### src/rtl/ntt_pkg.sv
// Shared NTT definitions: controller FSM states, stage-index width, and butterfly span helper.
package ntt_pkg;

    localparam int unsigned STAGE_W = 4;

    typedef enum logic [1:0] {
        StIdle,
        StIssue,
        StDrain,
        StFinish
    } ntt_state_e;

    // log2 of the DIF half-span h = N >> (stage+1)
    function automatic int unsigned half_span_log2(input int unsigned log_n,
                                                   input int unsigned stage);
        return log_n - 1 - stage;
    endfunction

endpackage

### src/rtl/ntt_delay_line.sv
// Fixed-depth shift register with synchronous clear; aligns issued reads with write-back.
module ntt_delay_line #(
    parameter int unsigned WIDTH = 8,
    parameter int unsigned DEPTH = 2
) (
    input  logic             clk,
    input  logic             rst,
    input  logic [WIDTH-1:0] din,
    output logic [WIDTH-1:0] dout
);

    logic [WIDTH-1:0] pipe_q [DEPTH];

    always_ff @(posedge clk) begin
        if (rst) begin
            for (int i = 0; i < int'(DEPTH); i++) begin
                pipe_q[i] <= '0;
            end
        end else begin
            pipe_q[0] <= din;
            for (int i = 1; i < int'(DEPTH); i++) begin
                pipe_q[i] <= pipe_q[i-1];
            end
        end
    end

    assign dout = pipe_q[DEPTH-1];

endmodule

### src/rtl/ntt_stage_controller.sv
// Address/twiddle sequencer for an in-place radix-2 DIF NTT; one butterfly pair per issue cycle.
module ntt_stage_controller
    import ntt_pkg::*;
#(
    parameter int unsigned  LOG_N  = 8,
    parameter int unsigned  BF_LAT = 2,
    localparam int unsigned TW_W   = (LOG_N > 1) ? LOG_N - 1 : 1
) (
    input  logic               clk,
    input  logic               rst,
    input  logic               start,
    output logic               busy,
    output logic               done,
    output logic [STAGE_W-1:0] stage,
    output logic               rd_en,
    output logic [LOG_N-1:0]   rd_addr_a,
    output logic [LOG_N-1:0]   rd_addr_b,
    output logic [TW_W-1:0]    tw_idx,
    output logic               wr_en,
    output logic [LOG_N-1:0]   wr_addr_a,
    output logic [LOG_N-1:0]   wr_addr_b
);

    localparam int unsigned HALF_N  = 2 ** (LOG_N - 1);
    localparam int unsigned DRAIN_W = $clog2(BF_LAT + 1);
    localparam int unsigned DL_W    = 2 * LOG_N + 1;

    ntt_state_e         state_q, state_d;
    logic [STAGE_W-1:0] stage_q, stage_d;
    logic [LOG_N-1:0]   pair_q, pair_d;
    logic [DRAIN_W-1:0] drain_q, drain_d;
    logic               pair_last, drain_last, stage_last;

    int unsigned        span_log2, pair_ext, k_off, addr_a;
    logic [LOG_N-1:0]   issue_a, issue_b;
    logic [TW_W-1:0]    issue_tw;

    assign pair_last  = (32'(pair_q) == HALF_N - 1);
    assign drain_last = (32'(drain_q) == BF_LAT - 1);
    assign stage_last = (32'(stage_q) == LOG_N - 1);

    // Pair p splits into group g = p >> log2(h) and offset k = p mod h.
    always_comb begin
        span_log2 = half_span_log2(LOG_N, 32'(stage_q));
        pair_ext  = 32'(pair_q);
        k_off     = pair_ext & ((32'd1 << span_log2) - 32'd1);
        addr_a    = ((pair_ext >> span_log2) << (span_log2 + 1)) | k_off;
        issue_a   = LOG_N'(addr_a);
        issue_b   = LOG_N'(addr_a + (32'd1 << span_log2));
        issue_tw  = TW_W'(k_off << stage_q);
    end

    always_ff @(posedge clk) begin
        if (rst) begin
            state_q <= StIdle;
            stage_q <= '0;
            pair_q  <= '0;
            drain_q <= '0;
        end else begin
            state_q <= state_d;
            stage_q <= stage_d;
            pair_q  <= pair_d;
            drain_q <= drain_d;
        end
    end

    always_comb begin
        state_d = state_q;
        stage_d = stage_q;
        pair_d  = pair_q;
        drain_d = drain_q;
        busy    = 1'b0;
        done    = 1'b0;
        rd_en   = 1'b0;
        unique case (state_q)
            StIdle: begin
                if (start) begin
                    state_d = StIssue;
                    stage_d = '0;
                    pair_d  = '0;
                end
            end
            StIssue: begin
                busy   = 1'b1;
                rd_en  = 1'b1;
                pair_d = pair_q + 1'b1;
                if (pair_last) begin
                    state_d = StDrain;
                    pair_d  = '0;
                    drain_d = '0;
                end
            end
            StDrain: begin
                busy    = 1'b1;
                drain_d = drain_q + 1'b1;
                if (drain_last) begin
                    if (stage_last) begin
                        state_d = StFinish;
                    end else begin
                        state_d = StIssue;
                        stage_d = stage_q + 1'b1;
                    end
                end
            end
            StFinish: begin
                done    = 1'b1;
                state_d = StIdle;
            end
            default: state_d = StIdle;
        endcase
    end

    // Gate everything so idle and post-reset outputs are all zero.
    assign stage     = busy  ? stage_q  : '0;
    assign rd_addr_a = rd_en ? issue_a  : '0;
    assign rd_addr_b = rd_en ? issue_b  : '0;
    assign tw_idx    = rd_en ? issue_tw : '0;

    ntt_delay_line #(
        .WIDTH (DL_W),
        .DEPTH (BF_LAT)
    ) u_wr_delay (
        .clk  (clk),
        .rst  (rst),
        .din  ({rd_en, rd_addr_a, rd_addr_b}),
        .dout ({wr_en, wr_addr_a, wr_addr_b})
    );

endmodule

### config.mk
export PLATFORM = sky130hd
export DESIGN_NAME = ntt_stage_controller
export DESIGN_NICKNAME = d
export VERILOG_FILES = /design/src/rtl/ntt_pkg.sv /design/src/rtl/ntt_delay_line.sv /design/src/rtl/ntt_stage_controller.sv
export SDC_FILE = /design/constraint.sdc
export NUM_CORES = 1
export LEC_CHECK = 0
export CAP_MARGIN = 5
export CORE_ASPECT_RATIO = 0.7
export CORE_UTILIZATION = 55
export DETAILED_ROUTE_END_ITERATION = 10
export PLACE_DENSITY = 0.9
export SLEW_MARGIN = 20
export SYNTH_ARGS = -nofsm -noshare
export SYNTH_HDL_FRONTEND = slang
export SYNTH_SLANG_ARGS = --single-unit
### constraint.sdc
create_clock -name clk -period 6 [get_ports clk]
set_input_delay 1.2 -clock clk [delete_from_list [all_inputs] [get_ports clk]]
set_output_delay 1.2 -clock clk [all_outputs]
set_load 0.005 [all_outputs]
# Yosys cells after proc, flatten, opt, wreduce, memory -nomap -nowiden
# Memories as Yosys holds them, arrays and structs flattened.
# Index checks and enable logic that the tools add are counted.
[word_totals] ff_bits=16 ramBits=34 mem_count=1 input_bits=3
[classes] eq_ne=10 n_mux=26 n_bitwise=4 shifts=4 reduce_logical=9 addsub=7
[mem_list] memory="u_wr_delay.pipe_q" words=2 word_bits=17 read_ports=2 rd_clocked_by_memory_dff=0 wr=2 line_no="ntt_delay_line.sv:12" text="logic [WIDTH-1:0] pipe_q [DEPTH];"
[op_table] op="$mux W17" count=2
[op_table] op="$and A8 B32 Y32" count=1
[op_table] op="$mux W8" count=4
[op_table] op="$shl A1 B32 Y32 const A" count=1
[op_table] op="$shl A32 B32 Y8" count=1
[op_table] op="$shl A32 B4 Y7" count=1
[op_table] op="$shr A8 B32 Y32" count=1
[op_table] op="$sub A32 B1 Y32 const B" count=1
[op_table] op="$mux W4" count=4
[op_table] op="$pmux W8 S2" count=1
[op_table] op="$mux W2" count=5
[op_table] op="$add A8 B1 Y8 const B" count=1
[op_table] op="$add A8 B8 Y8" count=1
[op_table] op="$eq A8 B7 Y1 const B" count=1
[op_table] op="$ne A2 B2 Y1 const B" count=4
[op_table] op="$or A8 B8 Y8" count=1
[op_table] op="$pmux W2 S4" count=1
[op_table] op="$pmux W4 S2" count=1
[op_table] op="$mux W7" count=1
[op_table] op="$add A5 B2 Y6 const B" count=1
[op_table] op="$mux W1" count=6
[op_table] op="$reduce_bool A2 Y1" count=3
[op_table] op="$sub A3 B4 Y5 const A" count=1
[op_table] op="$add A4 B1 Y4 const B" count=1
[op_table] op="11 further kinds" count=15

# Logic depth before layout (Yosys ltp)
[logic_depth] depth_word=8 mapped_depth=19 depth_no_buf=16

# Cells and area by module
# A second synthesis with hierarchy kept.
[hier_totals] cells_unflattened=431 hier_area_um2=3487.1
[modules_own_cells] module="ntt_stage_controller" seq_area_each_um2=320.3 n_inst=1 cells_per_inst=343 area_per_inst_um2=2422.3
[modules_own_cells] module="ntt_delay_line" seq_area_each_um2=680.7 n_inst=1 cells_per_inst=88 area_per_inst_um2=1064.8

# Least setup slack after synthesis
# Ideal clock, no wire load.
[synth_path] kind="register to output" startpoint="register stage_q[1]" endpoint="output rd_addr_b[7]" stages_incl_launch_ff=16 path_buffers=3 arrival_time_ns=3.520 slack_ns=1.280 cell_sequence="dfxtp_1 buf_6 buf_6 clkbuf_1 nand3_1 ha_1 nand2b_1 a21boi_1 inv_1 ha_1 a21oi_1 o211ai_1 o41ai_1 or4_1 o21a_1 o211ai_1"
[synth_between] elab_chain_cells=7
[synth_rtl] item="from (decl)" line_no="ntt_stage_controller.sv:29" text="logic [STAGE_W-1:0] stage_q, stage_d;"
[synth_rtl] item="from (signal assigned)" line_no="ntt_stage_controller.sv:61" text="stage_q <= stage_d;"
[synth_rtl] item="$sub A3 B4 Y5 *" line_no="ntt_pkg.sv:16" text="return log_n - 1 - stage;"
[synth_rtl] item="$shl A1 B32 Y32" line_no="ntt_stage_controller.sv:49" text="issue_b = LOG_N'(addr_a + (32'd1 << span_log2));"
[synth_rtl] item="$sub A32 B1 Y32" line_no="ntt_stage_controller.sv:46" text="k_off = pair_ext & ((32'd1 << span_log2) - 32'd1);"
[synth_rtl] item="$and A8 B32 Y32" line_no="ntt_stage_controller.sv:46"
[synth_rtl] item="$or A8 B8 Y8" line_no="ntt_stage_controller.sv:47" text="addr_a = ((pair_ext >> span_log2) << (span_log2 + 1)) | k_off;"
[synth_rtl] item="$add A8 B8 Y8 *" line_no="ntt_stage_controller.sv:49"
[synth_rtl] item="$mux W8 *" line_no="ntt_stage_controller.sv:116" text="assign rd_addr_b = rd_en ? issue_b : '0;"
[synth_rtl] item="to (decl)" line_no="ntt_stage_controller.sv:17" text="output logic [LOG_N-1:0] rd_addr_b,"
# Every way passes the cells marked *; elsewhere a longest branch is shown, timed or not.

# Worst setup path in the final report
# Same ends and word-level chain as after synthesis.

==> metrics.csv <==
metric,value,unit
status,"complete, no violations",
R2R cell count,15,
Avg Vias per Cell,6.21,
worst setup margin,0.106,ns
Setup CP Type,flip-flop to output pin,
nets@finish,489,
total I/O pin count,50,
final core occ,68.7,%
Antenna Cells,0,
vias after detailed routing,3387,
Vert. Die Dim,68.6,µm
critical path data arrival time,4.69,ns
antenna violations before repair,0,
Slowest cell on crit path,clkdlybuf4s50_1,
H-tree levels,2,
Cells after Synth,444,
Clock Skew,0.0126,ns
CP endpoint kind,output pin,
worst-margin pin slew,0.707,ns
First-pass DRT Iterations,5,
sequential element share of the synthesized area,28.7,%
Synth Area per Inst,7.85,µm²
Num CTS Buffers,5,
num rows,23,
Synth area leaders,"dfxtp_1 (29%), ha_1 (5.7%), nor2_1 (5.4%)",
Max Slew Vio Count,0,
worst endpoint required time,4.80,ns
peak supply drop,0.245,mV
# DRC,0,
register-to-register setup slack,1.99,ns
Main synth FF type,dfxtp_1,
YS warnings,0,
dpl cells,536,
Final Cycle Share,98.2,%
Synth-to-Final Area Change,16.4,%
RR Startpoint,stage_q[1]$_SDFFE_PP0P_,
Reg-to-Reg End,u_wr_delay.pipe_q[0][7]$_SDFF_PP0_,
largest net degree at the start of global routing,38,
CP max FO,11,
clock sinks,50,
gr usage total,32.0,%
"Clk Latency, worst-skew pair",0.33,ns
first-pass GRT wire length,16400,µm
Startpoint Class,flip-flop,
placed cell areas,3900,µm²
layout cells sized above 1,10.9,%
Layout Cells excl Fill,545,
die width,97.1,µm
Max-slew headroom,52.4,%
Netlist cell types,77,
Max Cap Viol,0,
Mapped Area,3480,µm²
CTS max path bufs,2,
Root Buffer Master,clkbuf_8,
Static Leak,0.00151,µW
Yosys top cell area share,28.7,%
clock slew at reported path FFs,0.10,ns
Post-Layout Inst Area,4060,µm²
Initial Util,59.0,%
pre-CTS setup slack,0.297,ns
WL per Instance,19.0,µm
Buffers on Ports,49,
Critical Path End,rd_addr_b[7],
ys async rst share,0,%
Min-Delay Path Class,flip-flop to flip-flop,
min Tclk post-route,5.89,ns
crit path launch,stage_q[1]$_SDFFE_PP0P_,
leading area contributor after synthesis,dfxtp_1,
CTS tree,done,
total wire length,10400,µm
#FFs+latches synth,50,
post-DP HPWL,7600,µm
Fin. Hold Viols,0,
fmax,170,MHz
vias in the first global route,3120,
global route total overflow,0,
syn_nets,464,
core area,5900,µm²
area of the die,6660,µm²
number of flops mapped to enable cells by yosys,0,
critical-path cell list,buf_4 > buf_4 > mux2i_1 > nor2_1 > o31ai_1 > o31ai_1 > a311oi_2 > inv_1 > ha_1 > nand3_1 > o211ai_1 > o41ai_4 > or4_1 > o21a_1 > o211ai_1 > clkdlybuf4s50_1,
commonest cells in the netlist,"dfxtp_1 (50), nor2_1 (50), a21oi_1 (26)",
1st-iter DRT viols,366,
final setup violation count,0,
Placer Congestion,0.926,
Crit path largest cell delay,0.53,ns
PwrDens,243,nW/µm²
"antenna viol nets, final",0,
-- registers in the layout, summed over array words and instances (netlist names) --
name and flops:
drain_q 2, u_wr_delay.pipe_q 34, state_q 2, pair_q 8
stage_q 4
-- layer usage --
metal / part of all wire, % / routed length (µm) / up-vias / global-route usage [%]
met5: 0 / 0 / - / 0
met4: 2.2 / 230 / 0 / 11.6
met3: 11 / 1140 / 21 / 6.25
met2: 43 / 4460 / 210 / 49.8
met1: 44 / 4550 / 1565 / 44.6
li1: - / - / 1591 / -
-- cells by family (layout without fill, tap and decap cells) --
family / count (synthesis) / count (layout) / share of synthesized area [%]
compound gates: 107 / 107 / 21.2
xor+xnor: 7 / 7 / 1.98
fa+ha+maj: 17 / 17 / 6.32
buf+inv: 70 / 96 / 10.6
flops: 50 / 50 / 28.7
mux: 13 / 13 / 3.81
simple gates: 180 / 180 / 27.4
-- layout by cell type (no fill, tap or decap), types with 3 or more instances in the layout --
master | netlist | routed
buf_4 | 17 | 12
a31oi_1 | 4 | 3
o22ai_1 | 4 | 4
a21oi_1 | 26 | 26
nor2_1 | 50 | 49
nor2b_1 | 25 | 25
ha_1 | 16 | 15
xnor2_1 | 4 | 4
dfxtp_1 | 50 | 49
nand2b_1 | 9 | 9
o21a_1 | 7 | 7
or2_2 | 3 | 3
o21ai_0 | 17 | 17
and2_1 | 11 | 11
nor4_1 | 3 | 3
and3_1 | 4 | 4
o211ai_1 | 6 | 6
o21ai_1 | 5 | 5
nand2_1 | 21 | 21
nor3_1 | 23 | 23
o31ai_1 | 4 | 4
clkdlybuf4s50_1 | 0 | 49
mux2i_1 | 11 | 9
clkbuf_8 | 0 | 5
nand3_1 | 8 | 8
inv_1 | 24 | 24
nand4_1 | 3 | 3
-- layout make-up --
cell class / count / area, µm²
flip-flops and latches: 50 / 1000
repair buffers: 62 / 601
inverters: 26 / 97.6
clock buffers: 5 / 68.8
fillers: 485 / 1840
clock inverters: 3 / 28.8
well taps: 75 / 93.8
multi-input cells: 324 / 2160
-- critical path, delay by kind of cell, from the launching register on --
kind,cells,cell delay [ns]
AO/OA/AOI/OAI,7,1.65
adder cells (fa/ha/maj),1,0.35
buffers and inverters,4,1.07
flip-flops,1,0.43
multiplexers,1,0.23
AND/OR/NAND/NOR,3,0.64
-- how the worst min path moves through the flow --
stage / startpoint / end / slack (ns) / depth (start not counted)
final: u_wr_delay.pipe_q[0][3]$_SDFF_PP0_ / u_wr_delay.pipe_q[0][20]$_SDFF_PP0_ / 0.44 / 1
after CTS: u_wr_delay.pipe_q[0][3]$_SDFF_PP0_ / u_wr_delay.pipe_q[0][20]$_SDFF_PP0_ / 0.45 / 1
after floorplan: u_wr_delay.pipe_q[0][0]$_SDFF_PP0_ / u_wr_delay.pipe_q[0][17]$_SDFF_PP0_ / 0.41 / 1
after global placement: u_wr_delay.pipe_q[0][14]$_SDFF_PP0_ / u_wr_delay.pipe_q[0][31]$_SDFF_PP0_ / 0.42 / 1
after global routing: u_wr_delay.pipe_q[0][9]$_SDFF_PP0_ / u_wr_delay.pipe_q[0][26]$_SDFF_PP0_ / 0.46 / 1
after detailed placement: u_wr_delay.pipe_q[0][6]$_SDFF_PP0_ / u_wr_delay.pipe_q[0][23]$_SDFF_PP0_ / 0.42 / 1
-- through the flow --
step	TNS, ns	hold WS [ns]	power [µW]
2_1_floorplan	0	0.414	625
3_3_place_gp	0	0.418	752
3_5_place_dp	0	0.422	760
4_1_cts	0	0.446	973
5_1_grt	-0.0836	0.462	1040
6_report	0	0.444	984
-- repair_timing --
item / 4_1_cts / 5_1_grt
endpoints found under the setup margin: 1 / 2
hold buffers: 0 / 0
buffers inserted: 0 / 1
pin swaps: 0 / 2
resized for setup: 1 / 10
-- power breakdown --
group	internal (µW)	switching, µW
logic	137	265
clock network	86.7	133
registers	349	13.2
total	573	411
No activity file was read; power rests on OpenSTA's default activity.
